===== config.mk =====
export PLATFORM = sky130hd
export DESIGN_NAME = mc_fsm_flat
export DESIGN_NICKNAME = d
export VERILOG_FILES = /design/src/rtl/mc_pkg.sv /design/src/rtl/mc_fsm_if.sv /design/src/rtl/mc_outdec.sv /design/src/rtl/mc_fsm.sv /design/src/flat_wrapper.sv
export SDC_FILE = /design/constraint.sdc
export NUM_CORES = 1
export LEC_CHECK = 0
export BUFFER_PORTS_ARGS = -buffer_cell sky130_fd_sc_hd__clkbuf_2
export CAP_MARGIN = 40
export CORE_AREA = 3 3 40 42
export DETAILED_ROUTE_END_ITERATION = 10
export DIE_AREA = 0 0 43 45
export SLEW_MARGIN = 20
export SYNTH_ARGS = -nofsm -noshare
export SYNTH_HDL_FRONTEND = slang
export SYNTH_SLANG_ARGS = --single-unit

===== constraint.sdc =====
create_clock -name clk -period 1.68 [get_ports clk]
set_clock_uncertainty 0.05 [all_clocks]
set_input_delay 0.252 -clock clk [delete_from_list [all_inputs] [get_ports clk]]
set_output_delay 0.252 -clock clk [all_outputs]
set_load 0.005 [all_outputs]

===== src/rtl/mc_pkg.sv =====
// Shared types for the multi-cycle controller: state enum, select encodings,
// opcode classes and the packed control word produced by the output decoder.
package mc_pkg;

  typedef enum logic [3:0] {
    FETCH  = 4'd0,
    DECODE = 4'd1,
    MEMADR = 4'd2,
    MEMRD  = 4'd3,
    MEMWB  = 4'd4,
    MEMWR  = 4'd5,
    EXECR  = 4'd6,
    EXECI  = 4'd7,
    ALUWB  = 4'd8,
    BRANCH = 4'd9
  } state_e;

  typedef enum logic [1:0] {
    SRCB_REG    = 2'b00,
    SRCB_EXTIMM = 2'b01,
    SRCB_FOUR   = 2'b10
  } alusrcb_e;

  typedef enum logic [1:0] {
    RES_ALUOUT    = 2'b00,
    RES_RDATA     = 2'b01,
    RES_ALURESULT = 2'b10
  } resultsrc_e;

  typedef enum logic [1:0] {
    OP_DATA    = 2'b00,
    OP_MEM     = 2'b01,
    OP_BRANCH  = 2'b10,
    OP_ILLEGAL = 2'b11
  } op_e;

  localparam int unsigned FUNCT_I = 5;
  localparam int unsigned FUNCT_L = 0;

  typedef struct packed {
    logic       irwrite;
    logic       nextpc;
    logic       adrsrc;
    logic       alusrca;
    alusrcb_e   alusrcb;
    resultsrc_e resultsrc;
    logic       aluop;
    logic       regw;
    logic       memw;
    logic       branch;
  } ctrl_t;

  // FETCH-style selects (PC + 4 on the address path) with every strobe off.
  function automatic ctrl_t idle_ctrl();
    ctrl_t c;
    c           = '0;
    c.alusrca   = 1'b1;
    c.alusrcb   = SRCB_FOUR;
    c.resultsrc = RES_ALURESULT;
    return c;
  endfunction

endpackage


===== src/rtl/mc_fsm_if.sv =====
// Control bus between the multi-cycle controller (master) and its datapath (slave).
interface mc_fsm_if;
  logic [1:0] Op;
  logic [5:0] Funct;
  logic       MemReady;
  logic       IRWrite;
  logic       NextPC;
  logic       AdrSrc;
  logic       ALUSrcA;
  logic [1:0] ALUSrcB;
  logic [1:0] ResultSrc;
  logic       ALUOp;
  logic       RegW;
  logic       MemW;
  logic       Branch;
  logic [3:0] State;

  modport master (
    input  Op, Funct, MemReady,
    output IRWrite, NextPC, AdrSrc, ALUSrcA, ALUSrcB, ResultSrc,
           ALUOp, RegW, MemW, Branch, State
  );

  modport slave (
    output Op, Funct, MemReady,
    input  IRWrite, NextPC, AdrSrc, ALUSrcA, ALUSrcB, ResultSrc,
           ALUOp, RegW, MemW, Branch, State
  );
endinterface


===== src/rtl/mc_outdec.sv =====
// Moore output table: state -> control word. Only the FETCH strobes look at
// MemReady, and they are forced off while reset is held.
module mc_outdec
  import mc_pkg::*;
(
  input  state_e state,
  input  logic   mem_ready,
  input  logic   hold,
  output ctrl_t  cw
);

  always_comb begin
    cw = idle_ctrl();
    case (state)
      FETCH: begin
        cw.irwrite = mem_ready & ~hold;
        cw.nextpc  = mem_ready & ~hold;
      end
      DECODE: ;
      MEMADR: begin
        cw.alusrca = 1'b0;
        cw.alusrcb = SRCB_EXTIMM;
        cw.aluop   = 1'b0;
      end
      MEMRD: begin
        cw.adrsrc    = 1'b1;
        cw.resultsrc = RES_ALUOUT;
      end
      MEMWB: begin
        cw.resultsrc = RES_RDATA;
        cw.regw      = 1'b1;
      end
      MEMWR: begin
        cw.adrsrc    = 1'b1;
        cw.resultsrc = RES_ALUOUT;
        cw.memw      = 1'b1;
      end
      EXECR: begin
        cw.alusrca = 1'b0;
        cw.alusrcb = SRCB_REG;
        cw.aluop   = 1'b1;
      end
      EXECI: begin
        cw.alusrca = 1'b0;
        cw.alusrcb = SRCB_EXTIMM;
        cw.aluop   = 1'b1;
      end
      ALUWB: begin
        cw.resultsrc = RES_ALUOUT;
        cw.regw      = 1'b1;
      end
      BRANCH: begin
        cw.alusrca   = 1'b0;
        cw.alusrcb   = SRCB_EXTIMM;
        cw.aluop     = 1'b0;
        cw.resultsrc = RES_ALURESULT;
        cw.branch    = 1'b1;
      end
      default: ;
    endcase
  end

endmodule


===== src/rtl/mc_fsm.sv =====
// Multi-cycle processor controller: state register and next-state logic;
// the output table lives in mc_outdec.
module mc_fsm
  import mc_pkg::*;
#(
  parameter bit MEM_HANDSHAKE = 1'b1
) (
  input  logic      clk,
  input  logic      reset,
  mc_fsm_if.master  bus
);

  state_e state_q, state_d;
  logic   mem_ready_eff;
  ctrl_t  cw;

  assign mem_ready_eff = MEM_HANDSHAKE ? bus.MemReady : 1'b1;

  always_ff @(posedge clk or posedge reset) begin
    if (reset) state_q <= FETCH;
    else       state_q <= state_d;
  end

  always_comb begin
    state_d = state_q;
    case (state_q)
      FETCH:  if (mem_ready_eff) state_d = DECODE;
      DECODE: begin
        case (op_e'(bus.Op))
          OP_MEM:    state_d = MEMADR;
          OP_DATA:   state_d = bus.Funct[FUNCT_I] ? EXECI : EXECR;
          OP_BRANCH: state_d = BRANCH;
          default:   state_d = FETCH;
        endcase
      end
      MEMADR: state_d = bus.Funct[FUNCT_L] ? MEMRD : MEMWR;
      MEMRD:  if (mem_ready_eff) state_d = MEMWB;
      MEMWB:  state_d = FETCH;
      MEMWR:  if (mem_ready_eff) state_d = FETCH;
      EXECR:  state_d = ALUWB;
      EXECI:  state_d = ALUWB;
      ALUWB:  state_d = FETCH;
      BRANCH: state_d = FETCH;
      default: state_d = FETCH;
    endcase
  end

  mc_outdec u_outdec (
    .state     (state_q),
    .mem_ready (mem_ready_eff),
    .hold      (reset),
    .cw        (cw)
  );

  assign bus.IRWrite   = cw.irwrite;
  assign bus.NextPC    = cw.nextpc;
  assign bus.AdrSrc    = cw.adrsrc;
  assign bus.ALUSrcA   = cw.alusrca;
  assign bus.ALUSrcB   = cw.alusrcb;
  assign bus.ResultSrc = cw.resultsrc;
  assign bus.ALUOp     = cw.aluop;
  assign bus.RegW      = cw.regw;
  assign bus.MemW      = cw.memw;
  assign bus.Branch    = cw.branch;
  assign bus.State     = state_q;

endmodule


===== src/flat_wrapper.sv =====
// flat-port wrapper written by rule: the top's interface ports become plain ports
module mc_fsm_flat import mc_pkg::*;
#(
  parameter bit MEM_HANDSHAKE = 1'b1
)
  (clk, reset, bus_Op, bus_Funct, bus_MemReady, bus_IRWrite, bus_NextPC, bus_AdrSrc, bus_ALUSrcA, bus_ALUSrcB, bus_ResultSrc, bus_ALUOp, bus_RegW, bus_MemW, bus_Branch, bus_State);
  mc_fsm_if bus_i ();
  input  logic clk;
  input  logic reset;
  input wire logic [$bits(bus_i.Op)-1:0] bus_Op;
  input wire logic [$bits(bus_i.Funct)-1:0] bus_Funct;
  input wire logic [$bits(bus_i.MemReady)-1:0] bus_MemReady;
  output wire logic [$bits(bus_i.IRWrite)-1:0] bus_IRWrite;
  output wire logic [$bits(bus_i.NextPC)-1:0] bus_NextPC;
  output wire logic [$bits(bus_i.AdrSrc)-1:0] bus_AdrSrc;
  output wire logic [$bits(bus_i.ALUSrcA)-1:0] bus_ALUSrcA;
  output wire logic [$bits(bus_i.ALUSrcB)-1:0] bus_ALUSrcB;
  output wire logic [$bits(bus_i.ResultSrc)-1:0] bus_ResultSrc;
  output wire logic [$bits(bus_i.ALUOp)-1:0] bus_ALUOp;
  output wire logic [$bits(bus_i.RegW)-1:0] bus_RegW;
  output wire logic [$bits(bus_i.MemW)-1:0] bus_MemW;
  output wire logic [$bits(bus_i.Branch)-1:0] bus_Branch;
  output wire logic [$bits(bus_i.State)-1:0] bus_State;
  assign bus_i.Op = bus_Op;
  assign bus_i.Funct = bus_Funct;
  assign bus_i.MemReady = bus_MemReady;
  assign bus_IRWrite = bus_i.IRWrite;
  assign bus_NextPC = bus_i.NextPC;
  assign bus_AdrSrc = bus_i.AdrSrc;
  assign bus_ALUSrcA = bus_i.ALUSrcA;
  assign bus_ALUSrcB = bus_i.ALUSrcB;
  assign bus_ResultSrc = bus_i.ResultSrc;
  assign bus_ALUOp = bus_i.ALUOp;
  assign bus_RegW = bus_i.RegW;
  assign bus_MemW = bus_i.MemW;
  assign bus_Branch = bus_i.Branch;
  assign bus_State = bus_i.State;
  mc_fsm #(.MEM_HANDSHAKE(MEM_HANDSHAKE)) u_core (.clk(clk), .reset(reset), .bus(bus_i));
endmodule

==> summary.txt, run 1 <==
Flow run
  • Max-cap violations: 0

Synth
  • Mapped Cells: between 50 and 60
  • Mapped Area: 399.1 µm²
  • Synth top area cells: dfrtp_1, nand2b_1, mux2i_1
  • Top-count cell post-synth: nor2_1
  • Top-area cell type share of the netlist area: roughly 25%
  • Post-synth top area cell: dfrtp_1
  • Synth Area per Inst: 7.826 µm²
  • Asr flop ratio synth: 100.0%
  • Yosys reg bits: 4
  • Cell variety after synth: 25
  • Warnings, synthesis: 0
  • Sequential area share after synthesis: 25.08%
  • Commonest cells in the netlist: nor2_1, dfrtp_1, nand2b_1
  • Syn Nets: 62
  • Main flop type after synthesis: dfrtp_1
  • EDFF count, synth: 0

Floorplanning
  • Die height: 45 µm
  • DIE WIDTH: 43 µm
  • IO Pins: 27
  • # rows: 13
  • Starting Density: a little over 30%
  • Placeable Area: ~0.0013 mm²
  • DIE AREA: 0.001935 mm²

GRT
  • M1 GR Usage: 13.56%
  • Total congestion overflow: 0
  • First-pass GRT wire length: between 1.5 and 2 mm
  • Vias in the first global route: 390
  • Most Crowded Layer GR: met2
  • Met2 Usage GRT: 18.56%
  • Largest net degree at the start of global routing: 13
  • Initial antenna violation count: 0
  • Met3 GRT Util: 2.390%
  • Total GRT Usage: 10.84%

Finish
  • Fillcell total: 127
  • Area growth syn-to-layout: 59.25%
  • Area of the multi-input gates: 277.8 µm²
  • Share of cells above drive strength 1: 57.83%
  • Utilization after layout: 49.46%
  • Number of flip-flops in the largest register: 4
  • Register area: roughly 110 µm²
  • Design area: 635.6 µm²
  • NumNets Final: 96
  • Layout Cells excl Fill: 98
  • Antenna Cells: 0

Power
  • PD cells: 1845 mW/mm²
  • Leak Pwr: 0.3437 nW
  • Max VDD drop: 0.0007375 V
  • Total Power: 1.173 mW

Place
  • Post-Place Cells: 87
  • Post-place setup slack: 0.1542 ns
  • Placed Area: approximately 530 µm²
  • Placer Congestion: 0.8044
  • Port Buffer Count: 22
  • Post-DP HPWL: 789.5 µm

Timing
  • Worst Tran Pin Value: 0.2413 ns
  • Final WS setup: 0.03599 ns
  • RSZ-0062 raised after global routing: yes
  • Max frequency: 608.3 MHz
  • Clock period minus worst slack: 1.644 ns
  • Worst hold slack: 0.2306 ns
  • Final hold vios: 0
  • Period utilisation layout: 97.86%
  • Setup TNS: 0 ns
  • Slew headroom: 83.78%
  • Final Setup Violations: 0
  • Slew Viols, Final: 0

Hold path
  • HP Class: in2reg

Setup path
  • CP Capture Type: primary output
  • Worst Path Required: 1.38 ns
  • Crit path max fanout: 8
  • Crit Path Class: reg2out
  • WP data arrival: 1.34 ns
  • Critical Path Start Type: flip-flop

Clock tree
  • Clk pin slew, worst setup/hold paths: 0.04 ns
  • Clk_lat worst skew: 0.23 ns
  • Root Buffer Master: clkbuf_4
  • Clock Tree Buf Depth: 2
  • CTS Buf Count: 3
  • TritonCTS clock tree: done
  • H-tree Lvls: 1
  • Sink Count: 4

Route
  • Routed WL per cell: about 12 µm
  • Final wirelength: 1.165 mm
  • DR vias: between 400 and 500
  • DRC errors left: 0
  • First-pass DRT Iterations: 4
  • Drt initial violations: 8
  • Post-route ant nets: 0
  • Vias per Instance: just under 5

Run status
  • Status: complete, no violations
placed cells by master (no fill, tap or decap), types with 2 or more instances in the layout:
master and n:
a21o_1 2, buf_4 10, nor2b_1 2, clkbuf_4 3, dfrtp_2 4, mux2i_1 2
inv_1 2, clkbuf_2 23, a21oi_1 3, nor2_1 4, nand2_1 2, nor3_1 2
and3_1 3, nand2b_1 4
metal layers:
layer	up-vias	routed length (µm)
met4	0	0
met1	226	485
met3	0	76
met2	17	603
met5	-	0
li1	244	-
cells by family after synthesis:
kind of cell,after synthesis,share of synthesized area [%]
xor gates and xnor gates,1,2.195
muxes,3,7.837
and+or+nand+nor,25,36.99
buffers and inverters,8,10.34
AOI/OAI and AO/OA,10,17.55
DFF,4,25.08
worst max-delay path, stage by stage, from the launching register on:
cell	delay [ns]
dfrtp_2	0.44
or2_4	0.27
nor3_2	0.10
and3_1	0.18
clkbuf_2	0.12
final timing paths:
kind                                                         to  slack (ns)  cells after the start                             from
worst min-delay path            u_core.bus.State[3]$_DFFE_PP0P_        0.23                      2                        bus_Op[1]
worst max-delay path                                bus_IRWrite        0.04                      4  u_core.bus.State[2]$_DFFE_PP0P_
max in group asynchronous       u_core.bus.State[1]$_DFFE_PP0P_        1.08                      3                            reset
worst max register to register  u_core.bus.State[0]$_DFFE_PP0P_        0.30                      4  u_core.bus.State[1]$_DFFE_PP0P_
min in group asynchronous       u_core.bus.State[2]$_DFFE_PP0P_        0.37                      3                            reset
worst min register to register  u_core.bus.State[2]$_DFFE_PP0P_        0.44                      1  u_core.bus.State[3]$_DFFE_PP0P_
final cells by class:
class,count,area share [%]
Multi-Input combinational cell,39,43.70
Timing Repair Buffer,34,31.50
Inverter,3,1.772
Clock buffer,3,3.543
Sequential cell,4,16.54
Tap cell,15,2.953
what timing repair did:
| item | CTS | global route |
|---|---|---|
| gates resized for setup | 5 | 5 |
| setup endpoints to repair | 5 | 8 |
| setup buffers | 3 | 4 |
| hold buffers | 1 | 0 |
| pin swaps | 0 | 1 |
| hold endpoints to repair | 4 | 0 |
power breakdown:
part,total (mW),switching [mW],leakage [nW],internal [mW]
combinational,0.818,0.361,0.283,0.457
clock,0.114,0.0345,0.0138,0.0796
sequential,0.241,0.0929,0.0464,0.148
Power figures use the tool's default switching activity.
==> run 2, diff against run 1 <==
--- a/config.mk
+++ b/config.mk
@@ -10,6 +10,7 @@
 export CORE_AREA = 3 3 40 42
 export DETAILED_ROUTE_END_ITERATION = 10
 export DIE_AREA = 0 0 43 45
+export MAX_ROUTING_LAYER = met4
 export SLEW_MARGIN = 20
 export SYNTH_ARGS = -nofsm -noshare
 export SYNTH_HDL_FRONTEND = slang
==> constraint.sdc (replaced) <==
create_clock -name clk -period 1.68 [get_ports clk]
set_clock_uncertainty 0.05 [all_clocks]
set_input_delay 0.252 -clock clk [delete_from_list [all_inputs] [get_ports clk]]
set_output_delay 0.252 -clock clk [all_outputs]
set_load 0.05 [all_outputs]
==> run 2 against run 1 <==
The flow now finishes with violations (negative setup slack). Non-clock buffer count increased by 2. First-iteration DRC count fell by 63%. Worst hold slack worse by 0.011 ns. Wire length rose by 3.5%. Register-to-register slack worse by 0.19 ns. Setup slack got worse by 0.077 ns. Critical path depth unchanged. Via count fell by 0.21%. Core utilization rose by 14 points. Cell count rose by 2.0%. Highest routed layer is now met4.
==> summary.txt, run 2 (synthesized netlist as in run 1, its figures left out) <==
Setup path
  • Crit path max fanout: 7
  • Worst Path Required: 1.38 ns
  • R2R depth: 4
  • Worst R2R Setup Slack: 0.11 ns
  • FF-to-FF Start: u_core.bus.State[2]$_DFFE_PP0P_
  • WP data arrival: 1.42 ns
  • Critical Path Start Type: flip-flop
  • Worst setup path start: u_core.bus.State[2]$_DFFE_PP0P_
  • CP Capture Type: primary output
  • R2R Path End: u_core.bus.State[0]$_DFFE_PP0P_
  • Crit Path Class: reg2out

Finish
  • Design area: 819.5 µm²
  • Antenna Cells: 0
  • Number of flip-flops in the largest register: 4
  • Utilization after layout: 63.78%
  • Share of cells above drive strength 1: between 60% and 70%
  • Most common cell after layout, fill and taps aside: clkbuf_2
  • NumNets Final: 98
  • Fillcell total: between 100 and 150
  • Most frequent cells in the layout: clkbuf_2, buf_4, buf_8
  • Area growth syn-to-layout: 105.3%

Floorplanning
  • IO Pins: 27
  • DIE WIDTH: 43 µm
  • Die height: approximately 45 µm
  • # rows: 13
  • Placeable Area: 0.001285 mm²
  • DIE AREA: between 0.0015 and 0.002 mm²
  • Starting Density: 31.06%

Timing
  • Slew headroom: about four fifths
  • Clock period minus worst slack: 1.721 ns
  • Worst Tran Pin Value: roughly 0.28 ns
  • Max frequency: 581.1 MHz
  • Setup TNS: -0.1029 ns
  • Period utilisation layout: 102.4%
  • RSZ-0062 raised after global routing: yes
  • Final WS setup: -0.04081 ns
  • Final hold vios: 0
  • Slew Viols, Final: 0
  • Final Setup Violations: 4

Clock tree
  • Clk_lat worst skew: 0.24 ns
  • Clock Tree Buf Depth: 2
  • CTS Buf Count: 3
  • Clk pin slew, worst setup/hold paths: 0.04 ns
  • Root Buffer Master: clkbuf_4
  • Sink Count: 4
  • TritonCTS clock tree: done
  • H-tree Lvls: 1

Route
  • Vias per Instance: slightly below 5
  • DRC errors left: 0
  • Drt initial violations: 3
  • First-pass DRT Iterations: 2
  • DR vias: 486
  • Post-route ant nets: 0
  • Final wirelength: 1.206 mm
  • Routed WL per cell: between 10 and 15 µm

GRT
  • Largest net degree at the start of global routing: 11
  • Total GRT Usage: 14.27%
  • First-pass GRT wire length: 1.959 mm
  • Initial antenna violation count: 0
  • Vias in the first global route: about 450
  • Total congestion overflow: 0

Place
  • Port Buffer Count: 22
  • Placed Area: 633.1 µm²
  • Placer Congestion: 0.8150
  • Post-DP HPWL: 877.4 µm
  • Post-place setup slack: 0.05093 ns

Hold path
  • Hold depth: 2
  • Worst min-delay path endpoint: u_core.bus.State[3]$_DFFE_PP0P_
  • HP Class: in2reg
  • Hold_sp: bus_Op[1]

Flow run
  • Max-cap violations: 0

Run status
  • Failing checks: negative setup slack
  • Status: finished with violations
run 2: changes by cell type in the layout (fill, tap and decap cells not counted), sizes merged:
cell	change
clkbuf	-8
buf	+10
run 2: worst max-delay path by stage:
stage	cells after the start	end
after global routing	4	bus_IRWrite
final	4	bus_NextPC
after floorplan	5	bus_ALUSrcB[1]
after detailed placement	4	bus_IRWrite
after global placement	4	bus_IRWrite
after CTS	4	bus_IRWrite
run 2: final cells by class:
cell class / count / area, µm² / area share [%]
Sequential cell: 4 / 105.1 / 12.82
Clock buffer: 3 / 22.52 / 2.748
Tap cell: 15 / 18.77 / 2.290
Multi-Input combinational cell: 39 / 352.8 / 43.05
Timing Repair Buffer: 36 / 309.0 / 37.71
Inverter: 3 / 11.26 / 1.374
run 2: stage by stage:
| step | hold slack, ns | std cells |
|---|---|---|
| after detailed placement | 0.08793 | 93 |
| after floorplan | -0.02334 | 51 |
| after global placement | 0.08664 | 93 |
| after CTS | 0.2247 | 100 |
| final | 0.2196 | 100 |
| after global routing | 0.2304 | 100 |
run 2: critical path, stage by stage (launching register included):
cell     delay [ns]
dfrtp_2        0.45
or2_4          0.26
nor3_4         0.10
and3_4         0.22
buf_8          0.14
run 2: repair_timing:
action	4_1_cts	5_1_grt
pin swaps	1	2
hold buffers	1	0
gates resized for setup	23	11
endpoints found under the setup margin	8	9
endpoints found under the hold margin	4	0
buffers inserted	3	0
cloned	0	0
run 2: per-layer routing:
layer / up-vias / track usage (%) / part of all wire [%]
met4: 0 / 10.84 / 2.9
li1: 247 / - / -
met1: 222 / 17.48 / 45
met3: 4 / 1.594 / 3.6
met2: 13 / 21.56 / 49
met5: - / - / 0
Power of run 2 is not shown: default switching activity piles up to over one toggle a cycle in this logic, so the estimate is an artifact.
